[src/rtl/seq_signed_divider_pkg.sv]
// Shared definitions for the sequential signed divider.
// Latency: n/a (types and constants only).
// Backpressure: n/a.
package seq_signed_divider_pkg;

  // Default operand width.
  localparam int unsigned DIV_N = 32;

  // Controller states: waiting for a start, one restoring step per cycle, sign fix-up/writeback.
  typedef enum logic [1:0] {
    ST_IDLE = 2'd0,
    ST_ITER = 2'd1,
    ST_FIX  = 2'd2
  } div_state_e;

endpackage

[src/rtl/registerNbits.sv]
// N-bit register with synchronous active-high clear and load enable.
// Latency: one cycle from i_d to o_q when i_en is high.
// Backpressure: holds its value while i_en is low.
module registerNbits #(
  parameter int unsigned N = 32
) (
  input  logic         i_clk,
  input  logic         i_rst,
  input  logic         i_en,
  input  logic [N-1:0] i_d,
  output logic [N-1:0] o_q
);

  // Clear has priority over the load enable.
  always_ff @(posedge i_clk) begin
    if (i_rst) begin
      o_q <= '0;
    end else if (i_en) begin
      o_q <= i_d;
    end
  end

endmodule

[src/rtl/twos_negate.sv]
// Conditional two's-complement negate: out = neg ? -in : in.
// Latency: combinational.
// Backpressure: none.
module twos_negate #(
  parameter int unsigned W = 32
) (
  input  logic         neg,
  input  logic [W-1:0] in_val,
  output logic [W-1:0] out_val
);

  // The most negative value maps onto itself, which reads correctly as the unsigned magnitude 2^(W-1).
  assign out_val = neg ? (~in_val + W'(1)) : in_val;

endmodule

[src/rtl/seq_signed_divider.sv]
// Radix-2 restoring signed divider on sign-magnitude operands, one quotient bit per enabled cycle.
// Latency: o_valid rises N+1 enabled cycles after the accepting edge, including divide-by-zero.
// Backpressure: none on the result; i_start is ignored while busy and i_en low freezes everything.
module seq_signed_divider
  import seq_signed_divider_pkg::*;
#(
  parameter int unsigned N = DIV_N
) (
  input  logic         i_clk,
  input  logic         i_rst,
  input  logic         i_en,
  input  logic         i_start,
  input  logic [N-1:0] i_dividend,
  input  logic [N-1:0] i_divisor,
  output logic         o_busy,
  output logic         o_valid,
  output logic         o_div_by_zero,
  output logic [N-1:0] o_quotient,
  output logic [N-1:0] o_remainder
);

  localparam int unsigned CW = $clog2(N + 1);

  div_state_e    state_q, state_d;
  logic [CW-1:0] cnt_q, cnt_d;
  logic          neg_quo_q, neg_quo_d;
  logic          neg_rem_q, neg_rem_d;
  logic          dz_q, dz_d;
  logic          valid_q, valid_d;
  logic [N-1:0]  raw_dvd_q, raw_dvd_d;
  // Starts as |dividend| and fills with quotient bits from the LSB as the MSBs shift out.
  logic [N-1:0]  quo_q, quo_d;
  logic [N-1:0]  dsr_q, dsr_d;
  logic [N:0]    rem_q, rem_d;

  logic          accept;
  logic          out_we;
  logic [N-1:0]  dvd_mag, dsr_mag;
  logic [N-1:0]  quo_fix, rem_fix;
  logic [N-1:0]  quo_res, rem_res;
  logic [N+1:0]  rem_diff;

  // Operand magnitudes straight from the ports so they can be latched on the accepting edge.
  twos_negate #(.W(N)) u_abs_dvd (
    .neg     (i_dividend[N-1]),
    .in_val  (i_dividend),
    .out_val (dvd_mag)
  );

  twos_negate #(.W(N)) u_abs_dsr (
    .neg     (i_divisor[N-1]),
    .in_val  (i_divisor),
    .out_val (dsr_mag)
  );

  // Result sign fix-up: quotient follows sign(a)^sign(b), remainder follows the dividend.
  twos_negate #(.W(N)) u_neg_quo (
    .neg     (neg_quo_q),
    .in_val  (quo_q),
    .out_val (quo_fix)
  );

  twos_negate #(.W(N)) u_neg_rem (
    .neg     (neg_rem_q),
    .in_val  (rem_q[N-1:0]),
    .out_val (rem_fix)
  );

  // Divide-by-zero overrides the arithmetic result with all-ones / raw dividend.
  assign quo_res = dz_q ? '1 : quo_fix;
  assign rem_res = dz_q ? raw_dvd_q : rem_fix;

  // Trial subtract of the shifted partial remainder; the extra top bit is the borrow.
  assign rem_diff = {rem_q, quo_q[N-1]} - {2'b00, dsr_q};

  // Next-state and control strobes for the IDLE -> ITER -> FIX sequence.
  always_comb begin
    state_d = state_q;
    accept  = 1'b0;
    out_we  = 1'b0;
    case (state_q)
      ST_IDLE: begin
        if (i_start) begin
          state_d = ST_ITER;
          accept  = 1'b1;
        end
      end
      ST_ITER: begin
        if (cnt_q == CW'(N - 1)) begin
          state_d = ST_FIX;
        end
      end
      ST_FIX: begin
        state_d = ST_IDLE;
        out_we  = 1'b1;
      end
      default: begin
        state_d = ST_IDLE;
      end
    endcase
  end

  // Datapath: latch operands on accept, then one restoring step per ITER cycle.
  always_comb begin
    cnt_d     = cnt_q;
    neg_quo_d = neg_quo_q;
    neg_rem_d = neg_rem_q;
    dz_d      = dz_q;
    raw_dvd_d = raw_dvd_q;
    quo_d     = quo_q;
    dsr_d     = dsr_q;
    rem_d     = rem_q;
    valid_d   = (state_q == ST_FIX);
    if (accept) begin
      neg_quo_d = i_dividend[N-1] ^ i_divisor[N-1];
      neg_rem_d = i_dividend[N-1];
      dz_d      = (i_divisor == '0);
      raw_dvd_d = i_dividend;
      quo_d     = dvd_mag;
      dsr_d     = dsr_mag;
      rem_d     = '0;
      cnt_d     = '0;
    end else if (state_q == ST_ITER) begin
      // Borrow set: restore the shifted value and record a 0 quotient bit.
      rem_d = rem_diff[N+1] ? {rem_q[N-1:0], quo_q[N-1]} : rem_diff[N:0];
      quo_d = {quo_q[N-2:0], ~rem_diff[N+1]};
      cnt_d = cnt_q + CW'(1);
    end
  end

  // State registers: reset wins over enable, otherwise everything holds while i_en is low.
  always_ff @(posedge i_clk) begin
    if (i_rst) begin
      state_q   <= ST_IDLE;
      cnt_q     <= '0;
      neg_quo_q <= 1'b0;
      neg_rem_q <= 1'b0;
      dz_q      <= 1'b0;
      valid_q   <= 1'b0;
      raw_dvd_q <= '0;
      quo_q     <= '0;
      dsr_q     <= '0;
      rem_q     <= '0;
    end else if (i_en) begin
      state_q   <= state_d;
      cnt_q     <= cnt_d;
      neg_quo_q <= neg_quo_d;
      neg_rem_q <= neg_rem_d;
      dz_q      <= dz_d;
      valid_q   <= valid_d;
      raw_dvd_q <= raw_dvd_d;
      quo_q     <= quo_d;
      dsr_q     <= dsr_d;
      rem_q     <= rem_d;
    end
  end

  // Result registers load only on the FIX cycle and hold until the next result.
  registerNbits #(.N(N)) u_quo_reg (
    .i_clk (i_clk),
    .i_rst (i_rst),
    .i_en  (i_en & out_we),
    .i_d   (quo_res),
    .o_q   (o_quotient)
  );

  registerNbits #(.N(N)) u_rem_reg (
    .i_clk (i_clk),
    .i_rst (i_rst),
    .i_en  (i_en & out_we),
    .i_d   (rem_res),
    .o_q   (o_remainder)
  );

  registerNbits #(.N(1)) u_dz_reg (
    .i_clk (i_clk),
    .i_rst (i_rst),
    .i_en  (i_en & out_we),
    .i_d   (dz_q),
    .o_q   (o_div_by_zero)
  );

  assign o_valid = valid_q;
  assign o_busy  = (state_q != ST_IDLE);

endmodule
[config.mk]
export PLATFORM = sky130hd
export DESIGN_NAME = seq_signed_divider
export DESIGN_NICKNAME = d
export VERILOG_FILES = /design/src/rtl/seq_signed_divider_pkg.sv /design/src/rtl/registerNbits.sv /design/src/rtl/twos_negate.sv /design/src/rtl/seq_signed_divider.sv
export SDC_FILE = /design/constraint.sdc
export NUM_CORES = 1
export LEC_CHECK = 0
export CORE_MARGIN = 5
export CORE_UTILIZATION = 55
export DETAILED_ROUTE_END_ITERATION = 10
export GPL_TIMING_DRIVEN = 1
export PLACE_DENSITY_LB_ADDON = 0.1
export REMOVE_ABC_BUFFERS = 1
export SLEW_MARGIN = 10
export SYNTH_ARGS = -nofsm -noshare
export SYNTH_HDL_FRONTEND = slang
export SYNTH_SLANG_ARGS = --single-unit
[constraint.sdc]
create_clock -name i_clk -period 6.95 [get_ports i_clk]
set_input_delay 1.39 -clock i_clk [delete_from_list [all_inputs] [get_ports i_clk]]
set_output_delay 1.39 -clock i_clk [all_outputs]
set_load 0.005 [all_outputs]
* Word level (Yosys, flattened, before mapping)
Index checks and enable logic that the tools add are counted.
** Cells by class
- Multiplexer cells :: 19
- Bitwise operators :: 7
- Equal/unequal tests :: 5
- Reduce and logical (&&, ||, !) cells :: 7
- $add $sub $neg :: 6
** Operators by type and width (count)
- $mux 32 :: 8
- $add 32x1->32 const B :: 4
- $not 32->32 :: 4
- $mux 33 :: 3
- $sub 34x32->34 :: 1
- $logic_not 32->1 :: 1
- $mux 6 :: 2
- $add 6x1->6 const B :: 1
- $eq 6x5->1 const B :: 1
- $mux 2 :: 2
- $ne 2x2->1 const B :: 2
- $pmux 2 s2 :: 1
- $reduce_and 2->1 :: 2
- $reduce_bool 2->1 :: 2
- $mux 1 :: 3
- $reduce_and 3->1 :: 1
- $eq 2x1->1 const B :: 1
- $eq 2x2->1 const B :: 1
- $logic_not 2->1 :: 1
- $and 1x1->1 :: 1
- $not 1->1 :: 1
- $xor 1x1->1 :: 1
** Storage, ports and cells
- Output and inout bits :: 67
- Register bits after elaboration :: 206
- Input bits :: 68
- Word-level logic and storage cells :: 57

* Depth between registers and ports, before layout
Gate-level depths: netlist of the first run.
- Depth after elaboration :: 4
- Depth in mapped cells :: 13
- Mapped depth without buffers :: 13

* By module
A second synthesis of the first run with hierarchy kept.
** Second synthesis, totals
- Cells, all modules :: 1600
- Area total of the unflattened synthesis :: 13257.7 µm²
** By module, submodules not included
- seq_signed_divider :: cells an instance 995, area each 7788.7 µm², instances 1
- twos_negate :: cells an instance 99, area each 777.0 µm², instances 4
- registerNbits (u_quo_reg ...) :: cells an instance 103, area each 1163.6 µm², instances 2
- registerNbits (u_dz_reg) :: cells an instance 3, area each 33.8 µm², instances 1

* Worst setup path before layout of the first run
No wires, ideal clock.
- Path kind :: input port to flip-flop
- Start :: input port i_divisor[8]
- End :: register dsr_q[27]
- Cell stages on the path :: 9
- Data arrival time :: 3.880 ns
- Path buffers :: 0
- Path slack :: 2.984 ns
- Data required time :: 6.864 ns
- Library setup time :: 0.086 ns
- Path through :: or4_1 > or3_1 > or4_1 > or2_2 > nor2_1 > nand2_1 > o41ai_1 > xor2_1 > a211oi_1
** Between the ends
- Longest elaborated chain between the ends :: 3
** Ends and longest elaborated chain
- start, declared :: RTL line seq_signed_divider.sv:14 : input logic [N-1:0] i_divisor,
- $not 32->32 :: RTL line twos_negate.sv:13 : assign out_val = neg ? (~in_val + W'(1)) : in_val;
- $add 32x1->32 :: RTL line twos_negate.sv:13
- $mux 32 :: RTL line twos_negate.sv:13
- end signal, assigned :: RTL line seq_signed_divider.sv:153 : dsr_q <= dsr_d;
- end, declared :: RTL line seq_signed_divider.sv:33 : logic [N-1:0] dsr_q, dsr_d;
No other way between the ends.
A chain may end at the register's enable or synchronous reset.

* Worst setup path after layout of the first run
- Start :: input port i_dividend[6]
- End :: register quo_q[26]
** Between the ends
- Longest elaborated chain between the ends :: 4
** Ends and longest elaborated chain
- start, declared :: RTL line seq_signed_divider.sv:13 : input logic [N-1:0] i_dividend,
- $not 32->32 :: RTL line twos_negate.sv:13
- $add 32x1->32 :: RTL line twos_negate.sv:13
- $mux 32 :: RTL line twos_negate.sv:13
- $mux 32 :: RTL line seq_signed_divider.sv:114 : if (accept) begin
- end signal, assigned :: RTL line seq_signed_divider.sv:152 : quo_q <= quo_d;
- end, declared :: RTL line seq_signed_divider.sv:32 : logic [N-1:0] quo_q, quo_d;
No other way between the ends.

==> results of run 1 <==
[state kept, by name, summed over array words and instances (netlist names)]
name	cells
cnt_q	6
dz_q	1
state_q	2
o_valid	1
u_dz_reg.o_q	1
u_quo_reg.o_q	32
neg_quo_q	1
neg_rem_q	1
rem_q	33
u_rem_reg.o_q	32
raw_dvd_q	31
dsr_q	32
quo_q	32
[cells in the mapped netlist, types with 3 or more instances]
| master | instances | area [um2] |
|---|---|---|
| a211o_1 | 4 | 35.0 |
| a211oi_1 | 46 | 345 |
| a21o_1 | 7 | 52.6 |
| a21oi_1 | 143 | 716 |
| a221oi_1 | 3 | 26.3 |
| a2bb2oi_1 | 8 | 70.1 |
| a311oi_1 | 6 | 52.6 |
| a31oi_1 | 8 | 50.1 |
| and3_1 | 6 | 37.5 |
| buf_1 | 4 | 15.0 |
| buf_2 | 5 | 25.0 |
| clkbuf_1 | 91 | 342 |
| dfxtp_1 | 205 | 4100 |
| ha_1 | 37 | 463 |
| inv_1 | 54 | 203 |
| mux2i_1 | 29 | 290 |
| nand2_1 | 284 | 1070 |
| nand2b_1 | 14 | 87.6 |
| nand3_1 | 15 | 75.1 |
| nand3b_1 | 3 | 22.5 |
| nand4_1 | 13 | 81.3 |
| nor2_1 | 140 | 526 |
| nor2b_1 | 9 | 56.3 |
| nor3_1 | 24 | 120 |
| nor4_1 | 9 | 56.3 |
| o211ai_1 | 10 | 75.1 |
| o21a_1 | 5 | 37.5 |
| o21ai_0 | 104 | 521 |
| o21ai_1 | 13 | 65.1 |
| o21bai_1 | 4 | 30.0 |
| o221ai_1 | 3 | 26.3 |
| o22ai_1 | 28 | 175 |
| o31ai_1 | 31 | 233 |
| o41ai_1 | 18 | 158 |
| or2_2 | 5 | 31.3 |
| or3_1 | 10 | 62.6 |
| or4_1 | 19 | 143 |
| or4_4 | 3 | 33.8 |
| xnor2_1 | 58 | 508 |
| xor2_1 | 93 | 815 |
[how the worst max path moves through the flow]
| stage | slack, ps | endpoint | depth (start not counted) | start |
|---|---|---|---|---|
| 2_1_floorplan | -3290 | cnt_q[5] | 6 | i_en |
| 3_3_place_gp | 2270 | quo_q[26] | 9 | i_dividend[6] |
| 3_5_place_dp | 2120 | quo_q[26] | 9 | i_dividend[6] |
| 4_1_cts | 2640 | quo_q[26] | 9 | i_dividend[6] |
| 5_1_grt | 2440 | quo_q[26] | 9 | i_dividend[6] |
| 6_report | 2650 | quo_q[26] | 9 | i_dividend[6] |
[logic make-up (layout without fill, tap and decap cells)]
kind of cell	count (synthesis)	in the layout
AOI/OAI and AO/OA	458	458
DFF	205	205
adders and majority gates	38	38
xor gates and xnor gates	151	151
and+or+nand+nor	564	564
muxes	30	30
buffers and inverters	156	242
[layout make-up]
class	instances	area (um2)	share of cell area, %
multi-input cells	1241	7480	52.2
clock buffers	35	681	4.75
well taps	280	350	2.44
repair buffers	148	1440	10.1
clock inverters	5	75.1	0.524
flip-flops and latches	205	4110	28.6
inverters	54	203	1.41
[power by group]
group | internal [mW] | switching [mW] | leakage [nW]
logic | 0.311 | 0.408 | 3.21
registers | 1.22 | 0.0554 | 1.67
clock network | 0.744 | 0.471 | 0.374
[cells in the final DEF (no fill, tap or decap), types with 9 or more instances in the layout]
master / n
nand2_1: 284
dfxtp_1: 204
a21oi_1: 143
nor2_1: 139
clkdlybuf4s50_1: 133
o21ai_0: 104
xor2_1: 92
xnor2_1: 58
inv_1: 54
a211oi_1: 46
ha_1: 37
o31ai_1: 31
mux2i_1: 29
o22ai_1: 28
clkbuf_16: 23
nor3_1: 22
or4_1: 19
o41ai_1: 18
nand3_1: 15
buf_4: 15
nand2b_1: 14
nand4_1: 13
o21ai_1: 13
or3_1: 10
o211ai_1: 10
nor4_1: 9
nor2b_1: 9
[per-layer routing]
| layer | GRT usage (%) | up-vias |
|---|---|---|
| met5 | 0 | - |
| met4 | 5.40 | 2 |
| met3 | 2.85 | 38 |
| met2 | 41.4 | 303 |
| met1 | 32.0 | 5144 |
| li1 | - | 5794 |
[stage by stage]
step | power, mW | util [%] | area, um2
after floorplan | 1.82 | - | 11700
final | 3.21 | 65.9 | 14300
after detailed placement | 2.01 | 62.4 | 13600
after global routing | 3.37 | 65.9 | 14300
after global placement | 2.00 | 62.4 | 13600
after CTS | 3.23 | 65.9 | 14300
[critical path: stages]
cell	delay [ps]
clkdlybuf4s50_1	510
or4_1	660
or4_1	480
or3_1	400
nand2b_1	200
nand2b_1	210
o41ai_1	320
xor2_1	100
a2111oi_0	400
==> run_results.csv, run 1 <==
group,metric,value,unit
routing,route.detailed.drc,0,
synthesis,netlist_area,0.0121,mm2
routing,dr_wl_met2,14.6,mm
synthesis,ys_types,64,
global_routing,grt_pass1_wl,50.3,mm
setup_path,cp_max_fo,6,
synthesis,synthArstFlopShare,0,%
clock_tree,cts_tree,"done",
synthesis,yosys.area_share.simple,20.5,%
status,status,"complete, no violations",
clock_tree,cts.clk_slew.worst_paths,60,ps
global_routing,grt_max_degree,89,
clock_tree,cts_sinks,205,
final_layout,drive_gt1_share,4.21,%
synthesis,synth_edf_count,0,
final_layout,syn2layout_area_growth,18.0,%
synthesis,synth-main-ff-cell,"dfxtp_1",
power_and_ir_drop,p_per_area,224,mW/mm2
synthesis,synthAdderAreaFrac,3.98,%
sta,finalSetupViolations,0,
setup_path,start_kind,"primary input",
clock_tree,cts_hold_buf,0,
floorplan,io_pins,135,
final_layout,n_antenna_cell,0,
floorplan,row_count,54,
clock_tree,cts_max_level,1,
clock_tree,clockBufferDepth,3,
floorplan,die_w,159,um
setup_path,crit_type,"in -> reg",
setup_path,r2r_cells,12,
place,place.port_buffers,134,
global_routing,grt_pass1_vias,10300,
final_layout,n_fill_cell,1934,
global_routing,grt_use_total,23.9,%
sta,finalClockSkew,8.51,ps
clock_tree,numCtsBuffers,23,
sta,fin_tns_setup,0,ps
sta,max_freq,0.233,GHz
run,cap_violations,0,
routing,dr.first_iter.drc_count,950,
place,preCtsSetupSlack,2120,ps
floorplan,core_area,0.0218,mm2
synthesis,synth_compound_area_share,23.4,%
sta,fin_ws,2650,ps
min_path,min-delay-start,"u_rem_reg.o_q[3]",
floorplan,die_h,159,um
min_path,hold_end,"u_rem_reg.o_q[3]",
place,placedCellCount,1928,
clock_tree,cts_setup_buffers,0,
sta,rsz0062_at_grt,"false",
place,hpwl,22.6,mm
routing,wire_per_inst,15.8,um
min_path,hp-class,"reg -> reg",
routing,dr.pass1.iters,5,
synthesis,synthMuxAreaShare,2.48,%
sta,min_period,4300,ps
synthesis,ys_warn_count,0,
synthesis,yosys.area_share.xor_xnor,10.9,%
synthesis,synthCells,1602,
setup_path,worstPathRequired,7320,ps
floorplan,start_util,55.8,%
synthesis,syn_area_per_cell,7.58,um2
routing,via_per_inst,5.73,
sta,relSlewSlack,22.0,%
clock_tree,clk_latency,500,ps
clock_tree,cts_resized,0,
sta,worstMarginPinSlew,1170,ps
sta,finalCritPeriodShare,61.9,%
global_routing,grt-ovfl-total,0,
setup_path,r2r-end,"rem_q[27]",
synthesis,synth_top_family_by_area,"compound AO/OA/AOI/OAI gates",
setup_path,reg2reg_from,"quo_q[31]",
floorplan,die-area,0.0252,mm2
routing,top_layer,"met5",
place,gp_congestion,0.885,
final_layout,nets,1779,
power_and_ir_drop,p_leak,5.25,nW
power_and_ir_drop,ir_drop,137,uV
setup_path,worstSetupEndpointType,"register",
sta,hold-worst-slack,455,ps
sta,final_hold_viol_count,0,
setup_path,rrSetupSlack,3040,ps
routing,vias,11300,
setup_path,critPathArrivalTime,4670,ps
synthesis,ys_seq_area_share,33.8,%
global_routing,antenna_found_initial,1,
min_path,holdPathStages,2,
routing,wl,31.1,mm
routing,wl_met1,14.1,mm
final_layout,final_cells,1968,
routing,postRouteAntennaNets,0,
synthesis,synth-seq-cells,205,
clock_tree,ctsRootBufferMaster,"clkbuf_16",
routing,wl_met3,1.90,mm
sta,drv_slew,0,
(Power assumes the default switching activity.)
==> run 2: changes to the inputs <==
CORE_UTILIZATION = 52   (was 55)
clock period = 3.7 ns   (was 6.95 ns; I/O delays follow)
==> run 2 against run 1 <==
Net effect:
- final cell count up 4.2%
- combinational power rose by 97%
- sequential share of layout area down 0.73 points
- clock power is 85% higher
- setup slack lost 2300 ps
- routed wire length increased by 1.1%
- utilization shrank 2.7 points
- sequential cell count stayed put
- critical path depth stayed put
- sequential power is 87% higher
- die area rose by 5.4%
- critical endpoint unchanged
- largest power group unchanged
==> run_results.csv, run 2 (same netlist as run 1, synthesis figures left out) <==
group,metric,value,unit
min_path,hold_end,"raw_dvd_q[0]",
setup_path,worstSetupEndpointType,"register",
place,preCtsSetupSlack,-219,ps
routing,via_per_inst,5.50,
power_and_ir_drop,power,6.06,mW
sta,fin_ws,329,ps
final_layout,largest_reg_flops,33,
floorplan,io_pins,135,
min_path,hp-class,"reg -> reg",
setup_path,r2r_cells,8,
routing,wl_met1,14.7,mm
global_routing,antenna_found_initial,0,
routing,dr_wl_met2,14.7,mm
setup_path,reg2reg_from,"rem_q[9]",
sta,min_period,3370,ps
floorplan,core_area,0.0233,mm2
power_and_ir_drop,p_leak,5.45,nW
final_layout,final_common_cell,"nand2_1",
setup_path,worstPathRequired,4090,ps
sta,worstMarginPinSlew,1090,ps
routing,vias,11300,
clock_tree,cts_max_level,1,
setup_path,crit_type,"in -> reg",
clock_tree,cts_hold_buf,0,
power_and_ir_drop,ir_drop,292,uV
final_layout,n_antenna_cell,0,
clock_tree,cts_tree,"done",
place,gp_congestion,0.853,
global_routing,grt-ovfl-total,0,
clock_tree,clk_latency,510,ps
global_routing,grt_max_degree,113,
global_routing,grt_pass1_wl,51.3,mm
sta,relSlewSlack,27.5,%
global_routing,grt_pass1_vias,10400,
floorplan,start_util,52.2,%
clock_tree,cts_sinks,205,
place,place.port_buffers,134,
min_path,holdPathStages,2,
sta,max_freq,0.297,GHz
clock_tree,cts_setup_buffers,0,
setup_path,rrSetupSlack,460,ps
min_path,min-delay-start,"raw_dvd_q[0]",
routing,wire_per_inst,15.4,um
floorplan,row_count,56,
place,hpwl,23.3,mm
clock_tree,numCtsBuffers,23,
clock_tree,cts_resized,0,
final_layout,regMostFlops,"rem_q",
floorplan,die-area,0.0265,mm2
routing,postRouteAntennaNets,0,
sta,finalCritPeriodShare,91.1,%
final_layout,syn2layout_area_growth,21.1,%
setup_path,start_kind,"primary input",
floorplan,die_h,163,um
sta,finalSetupViolations,0,
sta,rsz0062_at_grt,"false",
routing,top_layer,"met4",
setup_path,critPathArrivalTime,3760,ps
sta,finalClockSkew,14.1,ps
final_layout,mostFrequentLayoutCells,"nand2_1 (284), dfxtp_1 (204), a21oi_1 (143), nor2_1 (139), clkdlybuf4s50_1 (133)",
clock_tree,clockBufferDepth,3,
sta,drv_slew,0,
sta,final_hold_viol_count,0,
run,cap_violations,0,
routing,dr.pass1.iters,5,
setup_path,cp_max_fo,4,
status,status,"complete, no violations",
setup_path,r2r-end,"u_rem_reg.o_q[31]",
floorplan,die_w,163,um
routing,route.detailed.drc,0,
routing,dr.first_iter.drc_count,768,
clock_tree,ctsRootBufferMaster,"clkbuf_16",
routing,wl,31.5,mm
power_and_ir_drop,p_per_area,412,mW/mm2
final_layout,drive_gt1_share,6.64,%
final_layout,nets,1822,
final_layout,fin_util,63.2,%
global_routing,grt_use_total,22.8,%
routing,wl_met3,1.43,mm
clock_tree,cts.clk_slew.worst_paths,60,ps
-- run 2: cell count changes in the layout (fill, tap and decap cells not counted), sizes merged --
cell / delta
buf: +43
clkbuf: -4
clkinv: +3
clkinvlp: +1
-- run 2: layer usage --
layer / vias to the layer above / track usage [%]
met5: - / 0
met4: 0 / 5.45
met3: 37 / 2.94
met2: 238 / 39.1
met1: 5135 / 30.6
li1: 5860 / -
-- run 2: power by group --
group	internal (mW)	switching, mW	total [mW]
combinational	0.639	0.782	1.42
sequential	2.29	0.101	2.40
clock	1.34	0.902	2.24
-- run 2: worst max-delay path by stage --
stage                     depth (start not counted)         to  slack, ps           from
after floorplan                                   6   cnt_q[5]      -5890           i_en
after global placement                            9  quo_q[26]       -150  i_dividend[6]
after detailed placement                         10  dsr_q[27]       -220   i_divisor[8]
after CTS                                         9  quo_q[26]        310  i_dividend[7]
after global routing                              9  quo_q[26]        160  i_dividend[7]
final                                             9  quo_q[26]        330  i_dividend[7]
-- run 2: cell type report --
| class | count | area [um2] |
|---|---|---|
| flip-flops and latches | 205 | 4110 |
| clock inverters | 9 | 101 |
| multi-input cells | 1241 | 7470 |
| well taps | 319 | 399 |
| repair buffers | 191 | 1790 |
| fillers | 2131 | 8560 |
| inverters | 54 | 203 |
| clock buffers | 31 | 636 |
-- run 2: critical path: stages --
cell	delay (ps)
clkdlybuf4s50_1	420
or4_1	580
or4_1	480
or3_1	370
nand2b_1	170
nand2b_1	200
o41ai_1	330
xor2_1	110
a2111oi_0	370
-- run 2: stage by stage --
stage / TNS, ps / hold slack (ps) / area, um2 / std cells
final: 0 / 454 / 14700 / 2050
after global routing: 0 / 465 / 14700 / 2050
after CTS: 0 / 456 / 14700 / 2050
after detailed placement: -1220 / 448 / 14000 / 2010
after global placement: -670 / 442 / 14000 / 2010
after floorplan: -369060 / 425 / 11700 / 1500
==> run 3: changes to the inputs <==
SKIP_LAST_GASP = 1   (was unset)
==> results of run 3 <==
Same layout as run 2: the final DEF is identical, and so are final timing and power.
